## config.mk

```make
export PLATFORM = sky130hd
export DESIGN_NAME = seg_scan_driver_flat
export DESIGN_NICKNAME = d
export VERILOG_FILES = /design/src/rtl/seg_scan_if.sv /design/src/rtl/seg_scan_driver.sv /design/src/flat_wrapper.sv
export SDC_FILE = /design/constraint.sdc
export NUM_CORES = 1
export LEC_CHECK = 0
export ABC_AREA = 1
export BUFFER_PORTS_ARGS = -buffer_cell sky130_fd_sc_hd__clkbuf_2
export CORE_ASPECT_RATIO = 0.6
export CORE_MARGIN = 4
export CORE_UTILIZATION = 33
export DETAILED_ROUTE_END_ITERATION = 12
export SYNTH_ARGS = -nofsm -noshare
export SYNTH_HDL_FRONTEND = slang
export SYNTH_SLANG_ARGS = --single-unit
```

## constraint.sdc

```tcl
create_clock -name clk -period 3.7 [get_ports clk]
set_clock_uncertainty 0.2 [all_clocks]
set_input_delay 0.37 -clock clk [delete_from_list [all_inputs] [get_ports clk]]
set_output_delay 0.37 -clock clk [all_outputs]
set_load 0.01 [all_outputs]
```

## src/rtl/seg_scan_if.sv

```systemverilog
// Bundles the scan strobe, frame data and registered display outputs of seg_scan_driver.
interface seg_scan_if #(
    parameter int NUM_DIGITS = 8
);
    logic                      tick_scan;
    logic [4*NUM_DIGITS-1:0]   value;
    logic [NUM_DIGITS-1:0]     dp_mask;
    logic                      blank_lz;
    logic [NUM_DIGITS-1:0]     digit_sel;
    logic [7:0]                seg;
    logic                      frame_done;
    logic                      overrun;

    modport master (
        output tick_scan, value, dp_mask, blank_lz,
        input  digit_sel, seg, frame_done, overrun
    );

    modport slave (
        input  tick_scan, value, dp_mask, blank_lz,
        output digit_sel, seg, frame_done, overrun
    );
endinterface

```

## src/rtl/seg_scan_driver.sv

```systemverilog
// Multiplexed 7-segment scan driver: one digit per tick_scan, with an anti-ghost
// blank between digits, frame-level snapshot of the data and leading-zero blanking.
module seg_scan_driver #(
    parameter int NUM_DIGITS = 8,
    parameter int BLANK_CYC  = 16
) (
    input  logic      clk,
    input  logic      rst_n,
    seg_scan_if.slave bus
);
    localparam int               IDX_W    = (NUM_DIGITS > 1) ? $clog2(NUM_DIGITS) : 1;
    localparam logic [IDX_W-1:0] LAST_IDX = IDX_W'(NUM_DIGITS - 1);
    localparam logic [7:0]       CNT_LOAD = 8'(BLANK_CYC - 1);

    typedef enum logic [1:0] {S_WAIT, S_BLANK, S_SHOW} state_t;

    state_t                  state, state_n;
    logic [IDX_W-1:0]        idx, idx_n;
    logic [7:0]              cnt, cnt_n;
    logic [4*NUM_DIGITS-1:0] snap_value, snap_value_n;
    logic [NUM_DIGITS-1:0]   snap_dp, snap_dp_n;
    logic                    snap_blz, snap_blz_n;
    logic [NUM_DIGITS-1:0]   digit_sel, digit_sel_n;
    logic [7:0]              seg, seg_n;
    logic                    frame_done, frame_done_n;
    logic                    overrun, overrun_n;

    logic [3:0]              cur_digit;
    logic                    cur_dp;
    logic                    cur_lz;
    logic                    zero_run;
    logic [NUM_DIGITS-1:0]   lead_zero;

    function automatic logic [6:0] decode(input logic [3:0] d);
        case (d)
            4'd0:    decode = 7'h3F;
            4'd1:    decode = 7'h06;
            4'd2:    decode = 7'h5B;
            4'd3:    decode = 7'h4F;
            4'd4:    decode = 7'h66;
            4'd5:    decode = 7'h6D;
            4'd6:    decode = 7'h7D;
            4'd7:    decode = 7'h07;
            4'd8:    decode = 7'h7F;
            4'd9:    decode = 7'h6F;
            default: decode = 7'h40;
        endcase
    endfunction

    // lead_zero[i] is set when snapshot digits i..top are all zero; digit 0 is exempt.
    always_comb begin
        zero_run  = 1'b1;
        lead_zero = '0;
        cur_digit = '0;
        cur_dp    = 1'b0;
        cur_lz    = 1'b0;
        for (int unsigned k = 0; k < NUM_DIGITS; k++) begin
            zero_run = zero_run & (snap_value[4*(NUM_DIGITS-1-k) +: 4] == 4'd0);
            lead_zero[NUM_DIGITS-1-k] = zero_run;
        end
        for (int unsigned i = 0; i < NUM_DIGITS; i++) begin
            if (idx == IDX_W'(i)) begin
                cur_digit = snap_value[4*i +: 4];
                cur_dp    = snap_dp[i];
                cur_lz    = lead_zero[i] && (i != 0);
            end
        end
    end

    always_comb begin
        state_n      = state;
        idx_n        = idx;
        cnt_n        = cnt;
        snap_value_n = snap_value;
        snap_dp_n    = snap_dp;
        snap_blz_n   = snap_blz;
        digit_sel_n  = digit_sel;
        seg_n        = seg;
        frame_done_n = 1'b0;
        overrun_n    = 1'b0;
        case (state)
            S_WAIT, S_SHOW: begin
                if (bus.tick_scan) begin
                    if (idx == LAST_IDX) begin
                        idx_n        = '0;
                        snap_value_n = bus.value;
                        snap_dp_n    = bus.dp_mask;
                        snap_blz_n   = bus.blank_lz;
                    end else begin
                        idx_n = idx + IDX_W'(1);
                    end
                    state_n     = S_BLANK;
                    cnt_n       = CNT_LOAD;
                    digit_sel_n = '0;
                    seg_n       = '0;
                end
            end
            S_BLANK: begin
                overrun_n = bus.tick_scan;
                if (cnt == 8'd0) begin
                    state_n      = S_SHOW;
                    digit_sel_n  = NUM_DIGITS'(1) << idx;
                    seg_n        = {cur_dp, (snap_blz && cur_lz) ? 7'h00 : decode(cur_digit)};
                    frame_done_n = (idx == LAST_IDX);
                end else begin
                    cnt_n = cnt - 8'd1;
                end
            end
            default: state_n = S_WAIT;
        endcase
    end

    always_ff @(posedge clk or negedge rst_n) begin
        if (!rst_n) begin
            state      <= S_WAIT;
            idx        <= LAST_IDX;
            cnt        <= '0;
            snap_value <= '0;
            snap_dp    <= '0;
            snap_blz   <= 1'b0;
            digit_sel  <= '0;
            seg        <= '0;
            frame_done <= 1'b0;
            overrun    <= 1'b0;
        end else begin
            state      <= state_n;
            idx        <= idx_n;
            cnt        <= cnt_n;
            snap_value <= snap_value_n;
            snap_dp    <= snap_dp_n;
            snap_blz   <= snap_blz_n;
            digit_sel  <= digit_sel_n;
            seg        <= seg_n;
            frame_done <= frame_done_n;
            overrun    <= overrun_n;
        end
    end

    assign bus.digit_sel  = digit_sel;
    assign bus.seg        = seg;
    assign bus.frame_done = frame_done;
    assign bus.overrun    = overrun;
endmodule

```

## src/flat_wrapper.sv

```systemverilog
// flat-port wrapper written by rule: the top's interface ports become plain ports
module seg_scan_driver_flat 
#(
    parameter int NUM_DIGITS = 8,
    parameter int BLANK_CYC  = 16
)
  (clk, rst_n, bus_tick_scan, bus_value, bus_dp_mask, bus_blank_lz, bus_digit_sel, bus_seg, bus_frame_done, bus_overrun);
  seg_scan_if #(.NUM_DIGITS(NUM_DIGITS)) bus_i ();
  input  logic clk;
  input  logic rst_n;
  input wire logic [$bits(bus_i.tick_scan)-1:0] bus_tick_scan;
  input wire logic [$bits(bus_i.value)-1:0] bus_value;
  input wire logic [$bits(bus_i.dp_mask)-1:0] bus_dp_mask;
  input wire logic [$bits(bus_i.blank_lz)-1:0] bus_blank_lz;
  output wire logic [$bits(bus_i.digit_sel)-1:0] bus_digit_sel;
  output wire logic [$bits(bus_i.seg)-1:0] bus_seg;
  output wire logic [$bits(bus_i.frame_done)-1:0] bus_frame_done;
  output wire logic [$bits(bus_i.overrun)-1:0] bus_overrun;
  assign bus_i.tick_scan = bus_tick_scan;
  assign bus_i.value = bus_value;
  assign bus_i.dp_mask = bus_dp_mask;
  assign bus_i.blank_lz = bus_blank_lz;
  assign bus_digit_sel = bus_i.digit_sel;
  assign bus_seg = bus_i.seg;
  assign bus_frame_done = bus_i.frame_done;
  assign bus_overrun = bus_i.overrun;
  seg_scan_driver #(.NUM_DIGITS(NUM_DIGITS), .BLANK_CYC(BLANK_CYC)) u_core (.clk(clk), .rst_n(rst_n), .bus(bus_i));
endmodule
```

Yosys cells after proc, flatten, opt, wreduce, memory -nomap -nowiden

Memories as Yosys holds them, arrays and structs flattened.
Cells that the tools add are included.

Bits in read-only memories: 112
Memories: 1
Output and inout port bits: 18
Flip-flop bits (word level): 72
Input port bits: 44

Memories:

| memory          | words | bits a word | rd ports | clocked after Yosys merged registers in | write ports | RTL line              | RTL |
|---|---|---|---|---|---|---|---|
| (no name shown) | 16    | 7           | 1        | 0                                       | 0           | seg_scan_driver.sv:35 | `case (d)` |

Add/sub/neg operators: 2
Reductions and logical operators: 18
Bitwise operators: 6
Equal/unequal tests: 12
Mux-type cells: 39
Shift operators: 1

Operators by type and width:

| kind                | number |
|---|---|
| $pmux 8 s2          | 3 |
| $mux 8              | 5 |
| $mux 4              | 8 |
| $logic_not 4->1     | 7 |
| $mux 1              | 18 |
| $eq 3x3->1 const B  | 4 |
| $reduce_and 3->1    | 3 |
| $logic_not 8->1     | 1 |
| $shl 1x3->8 const A | 1 |
| $sub 8x1->8 const B | 1 |
| $mux 7              | 1 |
| $and 1x1->1         | 6 |
| $eq 3x2->1 const B  | 2 |
| $mux 2              | 2 |
| $ne 2x2->1 const B  | 2 |
| $pmux 2 s2          | 1 |
| $reduce_and 2->1    | 2 |
| $add 3x1->3 const B | 1 |
| $eq 3x1->1 const B  | 1 |
| $logic_not 3->1     | 1 |
| $mux 3              | 1 |
| $eq 2x1->1 const B  | 1 |
| $eq 2x2->1 const B  | 1 |
| $logic_not 2->1     | 1 |
| 4 further kinds     | 4 |

Depth between registers and ports, before layout

Gate-level depths: netlist of the first run.

Depth after elaboration: 18
Gate-level depth with buffers: 20
Gate-level depth less buffers: 20

Worst setup path before layout of the first run

Ideal clock, no wire load.

Path kind: reg2reg
Start: register u_core.idx[0]
End: register u_core.seg[3] (netlist: u_core.bus.seg[3])
Setup slack: 1.053 ns
Data required time: 3.382 ns
Setup time: 0.118 ns
Arrival: 2.329 ns
Path buffers: 0
Stages on the path, launching flop included: 18
Period minus slack after synthesis: 2.647 ns
Cells stage by stage: dfstp_2 ha_1 inv_2 nor2_8 nand2_1 nand2_1 o22ai_1 nand2_1 o211ai_1 nand3_1 o211ai_1 a22oi_1 inv_1 ha_1 nand3_1 nand3_1 nand4_1 nand2_1

Longest elaborated chain between the ends: 13

Ends and longest elaborated chain:

| item                   | RTL line               | RTL |
|---|---|---|
| from (decl)            | seg_scan_driver.sv:18  | `logic [IDX_W-1:0] idx, idx_n;` |
| from (signal assigned) | seg_scan_driver.sv:127 | `idx <= idx_n;` |
| $logic_not 3->1        | seg_scan_driver.sv:62  | `if (idx == IDX_W'(i)) begin` |
| $mux 4 (8 in series)   | seg_scan_driver.sv:62  |  |
| $mem_v2 16x7           | -                      |  |
| $mux 7 (*)             | seg_scan_driver.sv:103 | `seg_n = {cur_dp, (snap_blz && cur_lz) ? 7'h00 : decode(cur_digit)};` |
| $mux 8 (*)             | seg_scan_driver.sv:100 | `if (cnt == 8'd0) begin` |
| $pmux 8 s2 (*)         | seg_scan_driver.sv:81  | `case (state)` |
| to (signal assigned)   | seg_scan_driver.sv:133 | `seg <= seg_n;` |
| to (decl)              | seg_scan_driver.sv:24  | `logic [7:0] seg, seg_n;` |

Mark *: on every way between the ends. The rest lies on a longest branch, timed or not. The select of a mux whose other input is x is not followed.
A chain may end at the register's enable or synchronous reset.

Worst setup path in the final report of the first run

Start: register u_core.idx[1]
End: register u_core.seg[3] (netlist: u_core.bus.seg[3])

The elaborated chain is that of the path after synthesis.

==> flow_summary.toml, run 1 <==
[sta]
fin_crit_ns = 3.08
slew_viol_final = 0
hold_violations = 0
rsz0062_at_grt = "no"
setup_violations = 0
slew_headroom_pct = 31.0
post-route-period-util_pct = 83.1
setup_tns_ns = 0
worst_slew_pin_slew_ns = 1.03
max_freq_mhz = 325
worst_slack_ns = 0.624

[clock_network]
clkTransAtPathRegs_ns = 0.06
cts_sinks = 72
cts_tree = "done"
cts_made_buffers = 9
root_buffer = "clkbuf_16"
htreeDepth = 3
cts_hold_buf = 1
ctsResizeCount = 0
cts_setup_buffers = 0
clk_latency_ns = 0.34
clock_path_buffers = 2

[final_layout]
multiInputGateArea_um2 = 1600
layout_commonest_cell = "nand2_1"
regArea_um2 = 1810
fillers = 1076
n_antenna_cell = 0
drive_above_1_share_pct = 26.5
fin_nets = 530
final_cell_mix = "nand2_1 (94), dfrtp_1 (69), clkbuf_2 (60), inv_1 (42), nand3_1 (35)"
area_growth_syn_to_layout_pct = 21.3

[floorplan]
start_util_pct = 34.1
die_y_um = 89.3
core_area_um2 = 10700
io_pins = 62
die-area_um2 = 12800
core.rowCount = 29
fp.dieW_um = 143

[yosys]
netlist_area_um2 = 3630
yosysTopAreaCellShare_pct = 47.5
ys_seq_area_share_pct = 49.7
syn_area_per_cell_um2 = 8.97
syn_nets = 463
netlist_top_cells_area = "dfrtp_1 (48%), nand2_1 (9.8%), mux2_2 (9.0%)"
yosysWarnings = 0
syn_inst = 405
synthDistinctLibCells = 30
synth_top_area_cell = "dfrtp_1"
synth_seq_cells = 72

[critical_path]
crit_type = "reg2reg"
worst-path-max-fanout = 9
critPathSlowestCell = "dfstp_2"
worst_setup_path_start_kind = "flop"
worst_setup_path_end_kind = "flop"
worstPathCellList = "ha_1 -> ha_1 -> clkinv_1 -> nand2_1 -> o211ai_1 -> nand3_1 -> o211ai_1 -> a22oi_1 -> inv_1 -> ha_1 -> nand3_1 -> nand3_1 -> nand4_1 -> nand2_1"
crit_path_max_incr_delay_ns = 0.55
required_ns = 3.73
arrival_ns = 3.10
ff2ff_path_depth = 14

[routing]
drc = 0
wl_per_cell_um = 14.4
finalWirelength_um = 8880
vias = 2920
drt_first_pass_iters = 4
via_per_inst = 4.75
drtAntennaViolNets = 0
dr.first_iter.drc_count = 152

[grt]
grt_max_degree = 46
grt_pass1_vias = 2905
grt_pass1_wl_um = 15000
grt-ovfl-total = 0
grt_antenna_before_repair = 0
grt_usage_pct = 15.3

[worst_hold_path]
whs_path_depth = 2
hold_class = "in2reg"

[power]
ir_drop_mv = 0.341
p_per_area_nw_per_um2 = 777
power_leakage_uw = 0.00238

[placement]
pre_cts_ws_ns = 0.681
hpwl_um = 6790
place_congestion = 0.876
portBuffers = 61

[flow_run]
maxCapViolations = 0

[status]
outcome = "complete, no violations"
where the power goes:
group          switching [uW]  internal [uW]  leakage (uW)  total, uW
registers                 178           1030      0.000904       1200
logic                     827            482       0.00133       1310
clock network             331            583      0.000147        914
total                    1330           2090       0.00238       3430
kinds of logic after synthesis:
kind of cell             Yosys count  share of synthesized area [%]
adder cells (fa/ha/maj)           14                           4.82
buffers and inverters             57                           6.44
AND/OR/NAND/NOR                  184                           22.6
multiplexers                      29                           8.98
flip-flops                        72                           49.7
AO/OA/AOI/OAI                     49                           7.47
area by class of cell:
type                    instances  area share [%]
multi-input cells             276            36.2
well taps                     139            3.94
clock buffers                   9            5.11
repair buffers                 66            7.83
inverters                      47            4.00
clock inverters                 6            1.93
flip-flops and latches         72            40.9
metal layers:
layer	track usage (%)	wire, um	up-vias
met1	23.3	4850	1355
li1	-	-	1465
met5	0	0	-
met2	19.5	3300	91
met3	5.40	659	9
met4	5.56	68	0
cell usage after synthesis:
master	count
buf_6	2
clkbuf_1	4
ha_1	14
or2_0	1
nor2_4	2
nor2_1	33
mux2_2	29
a22oi_1	1
nor2_8	1
a21oi_1	19
dfstp_2	3
nand3_2	1
nand2_1	95
buf_2	4
o21ai_0	20
o211ai_1	5
inv_2	3
nand4_1	5
o22ai_1	1
nand2_2	4
clkinv_1	2
inv_1	42
a21boi_0	1
a22o_1	2
nor3_1	1
nand2_4	1
nor3_2	1
dfrtp_1	69
nand3_1	35
nor4_1	4
path summary, 6_finish.rpt:
path / start / to / slack [ns]
setup / recovery: u_core.idx[1] / u_core.bus.seg[3] / 0.62
hold reg to reg: u_core.cnt[7] / u_core.cnt[7] / 0.27
max in group asynchronous: rst_n / u_core.snap_value[25] / 2.27
setup reg to reg: u_core.idx[1] / u_core.bus.seg[3] / 0.62
min in group asynchronous: rst_n / u_core.cnt[3] / 0.29
hold / removal: bus_value[23] / u_core.snap_value[23] / 0.06
registers in the layout, summed over array words and instances, names as in the netlist:
| signal | flops |
|---|---|
| u_core.snap_dp | 8 |
| u_core.snap_blz | 1 |
| u_core.bus.overrun | 1 |
| u_core.bus.digit_sel | 8 |
| u_core.bus.frame_done | 1 |
| u_core.idx | 3 |
| u_core.snap_value | 32 |
| u_core.cnt | 8 |
| u_core.bus.seg | 8 |
| u_core.state | 2 |
critical path, delay by kind of cell (launching register included):
kind | cells | cell delay [ns]
adders and majority gates | 3 | 0.72
buffers and inverters | 2 | 0.42
DFF | 1 | 0.55
AOI/OAI and AO/OA | 3 | 0.50
and+or+nand+nor | 6 | 0.57
per-stage QoR:
stage	power, uW	area (um2)	hold WS (ns)	cells	utilization (%)
3_3_place_gp	2470	4090	0.121	599	38.3
5_1_grt	3730	4410	0.0475	615	41.3
6_report	3430	4410	0.0592	615	41.3
2_1_floorplan	2140	3630	-0.126	405	-
4_1_cts	3460	4410	0.0466	615	41.3
3_5_place_dp	2510	4090	0.130	599	38.3
Note: power is estimated with default switching activity, not from simulation.
==> inputs of run 2 (changes only) <==
--- a/config.mk
+++ b/config.mk
@@ -5,7 +5,7 @@
 export SDC_FILE = /design/constraint.sdc
 export NUM_CORES = 1
 export LEC_CHECK = 0
-export ABC_AREA = 1
+export ABC_AREA = 0
 export BUFFER_PORTS_ARGS = -buffer_cell sky130_fd_sc_hd__clkbuf_2
 export CORE_ASPECT_RATIO = 0.6
 export CORE_MARGIN = 4
==> constraint.sdc (replaced) <==
create_clock -name clk -period 3 [get_ports clk]
set_clock_uncertainty 0.2 [all_clocks]
set_input_delay 0.3 -clock clk [delete_from_list [all_inputs] [get_ports clk]]
set_output_delay 0.3 -clock clk [all_outputs]
set_load 0.01 [all_outputs]
==> flow_summary.toml, run 2 <==
[grt]
grt-ovfl-total = 0
grt_pass1_wl_um = 15400
grt_antenna_before_repair = 0
grt_max_degree = 46
grt_usage_pct = 14.6
grt_pass1_vias = 2925

[placement]
hpwl_um = 6920
place_congestion = 0.832
place_area_um2 = 4240
pre_cts_ws_ns = 0.0223
portBuffers = 61

[sta]
post-route-period-util_pct = 94.1
slew_viol_final = 0
worst_slew_pin_slew_ns = 0.643
setup_violations = 0
max_freq_mhz = 354
fin_crit_ns = 2.82
hold_violations = 0
slew_headroom_pct = 57.1
worst_slack_ns = 0.176

[yosys]
synth_top_area_cell = "dfrtp_1"
yosysWarnings = 0
synthDistinctLibCells = 55
syn_nets = 403
netlist_area_um2 = 3720
synth_compound_area_share_pct = 11.8
synth_ff_type = "dfrtp_1"
synth-xor-area-share_pct = 1.18
synth.most_common_cell = "dfrtp_1"
ys_seq_area_share_pct = 48.5
syn_area_per_cell_um2 = 10.8
synthArstFlopShare_pct = 100
synth_commonest_cells = "dfrtp_1 (69), mux2_2 (41), nand2_1 (31)"
netlist_top_cells_area = "dfrtp_1 (46%), mux2_2 (12%), ha_1 (4.7%)"
yosysTopAreaCellShare_pct = 46.4
synth-edff-count = 0
synth_seq_cells = 72
synthMuxAreaShare_pct = 13.5
synth_top_family_by_area = "simple AND/OR/NAND/NOR gates"
synthAdderAreaFrac_pct = 4.70
syn_inst = 345
synthSimpleGateAreaFrac_pct = 16.5

[clock_network]
cts_sinks = 72
cts_setup_buffers = 0
cts_made_buffers = 9
clkTransAtPathRegs_ns = 0.06
clk_latency_ns = 0.34
htreeDepth = 3
root_buffer = "clkbuf_16"
cts_tree = "done"
clock_path_buffers = 2

[power]
power_leakage_uw = 0.00236
ir_drop_mv = 0.346
p_switching_uw = 1640
power.share.combinational_pct = 39.8
p_int_uw = 2840
seqPwrFrac_pct = 32.8
p_sw_share_pct = 36.6
total_power_uw = 4480
p_per_area_nw_per_um2 = 902
clock_power_share_pct = 27.4

[routing]
vias = 2954
via_per_inst = 4.97
wl_per_cell_um = 15.6
drc = 0
drt_first_pass_iters = 4
drtAntennaViolNets = 0
finalWirelength_um = 9280
dr.first_iter.drc_count = 188

[final_layout]
n_antenna_cell = 0
largest_reg_flops = 32
post-route-util_pct = 46.1
multiInputGateArea_um2 = 1810
fillers = 999
area_growth_syn_to_layout_pct = 33.3
final_cell_mix = "dfrtp_1 (69), clkbuf_2 (60), mux2_2 (41), dlygate4sd3_1 (34), nand2_1 (31)"
regArea_um2 = 1810
drive_above_1_share_pct = 35.4
largest-register = "u_core.snap_value"
design_area_um2 = 4960
fin_nets = 508
layout_commonest_cell = "dfrtp_1"

[critical_path]
crit_type = "reg2reg"
worst_setup_path_start_kind = "flop"
reg2reg_slack_ns = 0.18
worst_setup_path_end_kind = "flop"
arrival_ns = 2.85
worst-path-max-fanout = 19
required_ns = 3.03

[floorplan]
fp.dieW_um = 145
io_pins = 62
die_y_um = 90.3
start_util_pct = 34.6
die-area_um2 = 13100
core.rowCount = 29
core_area_um2 = 10800

[flow_run]
maxCapViolations = 0

[worst_hold_path]
hold_class = "in2reg"

[status]
outcome = "complete, no violations"
## run 2: cell count changes after synthesis, moves of 9 or more
cell	before	now
nand2_1	95	31
inv_1	42	12
nor2_1	33	14
nand3_1	35	20
mux2_2	29	41
buf_2	4	13
o21ai_1	0	9
## run 2: stage by stage
step	hold WS, ns	std cells	setup TNS (ns)
after global routing	0.00789	594	-0.0248
after floorplan	-0.196	345	0
after detailed placement	0.165	544	0
final	0.00787	594	0
after global placement	0.152	544	0
after CTS	0.00247	594	0
## run 2: critical path, stage by stage (launching register included)
cell      delay, ns
dfstp_2        0.55
inv_1          0.07
ha_1           0.21
buf_4          0.21
nand3b_1       0.20
a21oi_2        0.23
o32ai_2        0.14
o21ai_1        0.18
ha_1           0.21
inv_1          0.05
mux2_1         0.29
o21ai_1        0.12
nand2_1        0.06
## run 2: area by class of cell
cell class                      instances  area share [%]
Timing Repair Buffer                  111            15.7
Clock inverter                          7            2.39
Clock buffer                            9            4.54
Sequential cell                        72            36.4
Inverter                               13           0.983
Tap cell                              139            3.50
Multi-Input combinational cell        243            36.5
## run 2: path summary, 6_finish.rpt
check	from	end	cells after the start
min in group asynchronous	rst_n	u_core.bus.overrun	2
max in group asynchronous	rst_n	u_core.idx[1]	3
setup / recovery	u_core.idx[1]	u_core.bus.seg[6]	12
setup reg to reg	u_core.idx[1]	u_core.bus.seg[6]	12
hold reg to reg	u_core.cnt[0]	u_core.cnt[0]	1
hold / removal	bus_value[8]	u_core.snap_value[8]	2
## run 2: cell families (layout without fill, tap and decap cells)
kind of cell,after synthesis,count (layout)
compound gates,68,68
xor+xnor,5,5
fa+ha+maj,14,14
buf+inv,30,140
flops,72,72
mux,45,45
simple gates,111,111
## run 2: repair_timing
action,4_1_cts,5_1_grt
resized for setup,0,8
hold buffers,34,0
setup endpoints to repair,0,7
endpoints found under the hold margin,60,0
## run 2: power by group through the flow
stage / logic, uW / clock network, uW / registers [uW]
2_1_floorplan: 1200 / 0 / 1440
3_3_place_gp: 1650 / 0 / 1460
3_5_place_dp: 1690 / 0 / 1480
4_1_cts: 1730 / 1260 / 1460
5_1_grt: 2000 / 1290 / 1500
6_report: 1780 / 1230 / 1470
## run 2: per-layer routing
metal  GRT usage, %  vias to the layer above  share of wire [%]
met5              0                        -                  0
met4           3.87                        0               0.94
met3           4.61                        9                6.8
met2           18.9                       95                 40
met1           23.0                     1422                 53
li1               -                     1428                  -
==> inputs of run 3 (changes only) <==
--- a/config.mk
+++ b/config.mk
@@ -7,10 +7,14 @@
 export LEC_CHECK = 0
 export ABC_AREA = 0
 export BUFFER_PORTS_ARGS = -buffer_cell sky130_fd_sc_hd__clkbuf_2
+export CELL_PAD_IN_SITES_DETAIL_PLACEMENT = 0
+export CELL_PAD_IN_SITES_GLOBAL_PLACEMENT = 1
 export CORE_ASPECT_RATIO = 0.6
 export CORE_MARGIN = 4
 export CORE_UTILIZATION = 33
+export CTS_BUF_LIST = sky130_fd_sc_hd__clkbuf_8
 export DETAILED_ROUTE_END_ITERATION = 12
+export PLACE_DENSITY_LB_ADDON = 0.1
 export SYNTH_ARGS = -nofsm -noshare
 export SYNTH_HDL_FRONTEND = slang
 export SYNTH_SLANG_ARGS = --single-unit
==> flow_summary.toml, run 3 (synthesis results as in run 2) <==
[critical_path]
required_ns = 3.04
worst_setup_path_start_kind = "flop"
reg2reg_slack_ns = 0.21
arrival_ns = 2.82
crit_type = "reg2reg"
worst-path-max-fanout = 4
worst_setup_path_end_kind = "flop"

[final_layout]
area_growth_syn_to_layout_pct = 32.2
largest_reg_flops = 32
final_cell_mix = "dfrtp_1 (69), clkbuf_2 (60), dlygate4sd3_1 (42), mux2_2 (41), nand2_1 (31)"
largest-register = "u_core.snap_value"
fillers = 1021
fin_nets = 519
final_cells = 605
n_antenna_cell = 0
layout_commonest_cell = "dfrtp_1"
drive_above_1_share_pct = 35.0

[sta]
slew_headroom_pct = 45.8
worst_slew_pin_slew_ns = 0.813
setup_tns_ns = 0
worst_slack_ns = 0.213
post-route-period-util_pct = 92.9
slew_viol_final = 0
fin_crit_ns = 2.79
max_freq_mhz = 359
hold_violations = 0
setup_violations = 0
rsz0062_at_grt = "no"
whs_ns = 0.0248

[routing]
vias = 2901
drc = 0
dr.first_iter.drc_count = 193
wl_per_cell_um = 16.3
drt_first_pass_iters = 4
drtAntennaViolNets = 0
finalWirelength_um = 9860
via_per_inst = 4.80

[grt]
grt-ovfl-total = 0
grt_pass1_vias = 3070
grt_usage_pct = 15.9
grt_max_degree = 40
grt_antenna_before_repair = 0
grt_pass1_wl_um = 16700

[clock_network]
clock_path_buffers = 2
clkTransAtPathRegs_ns = 0.08
clk_latency_ns = 0.35
htreeDepth = 3
cts_tree = "done"
root_buffer = "clkbuf_8"
cts_made_buffers = 9
cts_sinks = 72

[floorplan]
fp.dieW_um = 145
die_y_um = 90.3
start_util_pct = 34.6
die-area_um2 = 13100
io_pins = 62
core_area_um2 = 10800
core.rowCount = 29

[power]
p_per_area_nw_per_um2 = 827
power_leakage_uw = 0.00235
ir_drop_mv = 0.310

[placement]
place_inst = 546
hpwl_um = 7170
portBuffers = 61
pre_cts_ws_ns = 0.107
place_congestion = 0.801

[status]
outcome = "complete, no violations"

[worst_hold_path]
hold_class = "in2reg"

[flow_run]
maxCapViolations = 0
==> run 3: critical path, stage by stage, from the launching register on <==
cell     delay, ns
dfstp_2       0.55
inv_1         0.08
ha_1          0.21
and3b_1       0.17
a21oi_1       0.10
o21ai_0       0.08
mux2i_1       0.15
nor2_1        0.07
o32ai_2       0.23
o21a_1        0.23
ha_1          0.24
and2_1        0.16
nor3_2        0.15
o21ai_1       0.07
==> run 3: final timing paths <==
| path | start | endpoint | cells after the start |
|---|---|---|---|
| max in group asynchronous | rst_n | u_core.idx[1] | 3 |
| max | u_core.idx[0] | u_core.bus.seg[3] | 13 |
| max reg2reg | u_core.idx[0] | u_core.bus.seg[3] | 13 |
| min | bus_value[1] | u_core.snap_value[1] | 2 |
| min reg2reg | u_core.bus.digit_sel[7] | u_core.bus.digit_sel[7] | 1 |
| min in group asynchronous | rst_n | u_core.bus.digit_sel[2] | 2 |
==> run 3: area by class of cell <==
class,count,area [um2],share of cell area [%]
inverter,13,48.8,0.991
multi-input combinational,243,1800,36.5
sequential,72,1810,36.7
clock buffer,12,165,3.35
clock inverter,4,51.3,1.04
tap,139,174,3.53
timing repair buffer,122,881,17.9
==> run 3: per-layer routing <==
| layer | GRT usage [%] | routed length (um) | up-vias |
|---|---|---|---|
| met4 | 4.11 | 80 | 0 |
| li1 | - | - | 1453 |
| met2 | 20.6 | 3650 | 82 |
| met5 | 0 | 0 | - |
| met1 | 25.1 | 5530 | 1359 |
| met3 | 5.07 | 599 | 7 |
==> run 3: what timing repair did <==
| action | in CTS | in global routing |
|---|---|---|
| resized for setup | 0 | 6 |
| setup buffers | 0 | 1 |
| setup endpoints to repair | 0 | 3 |
| hold endpoints to repair | 75 | 0 |
| hold buffers | 42 | 0 |
==> run 3: stage by stage <==
step           util [%]  area, um2  power [uW]
2_1_floorplan         -       3720        2630
3_3_place_gp       39.5       4260        3180
3_5_place_dp       39.5       4260        3190
4_1_cts            45.4       4900        4080
5_1_grt            45.7       4920        4420
6_report           45.7       4920        4070
==> run 3: report_power, final <==
| part | switching, uW | leakage (uW) | total, uW | internal [uW] |
|---|---|---|---|---|
| Combinational | 982 | 0.00129 | 1790 | 804 |
| Sequential | 224 | 0.000952 | 1460 | 1240 |
| Clock | 371 | 0.000109 | 823 | 452 |
| Total | 1580 | 0.00235 | 4070 | 2500 |
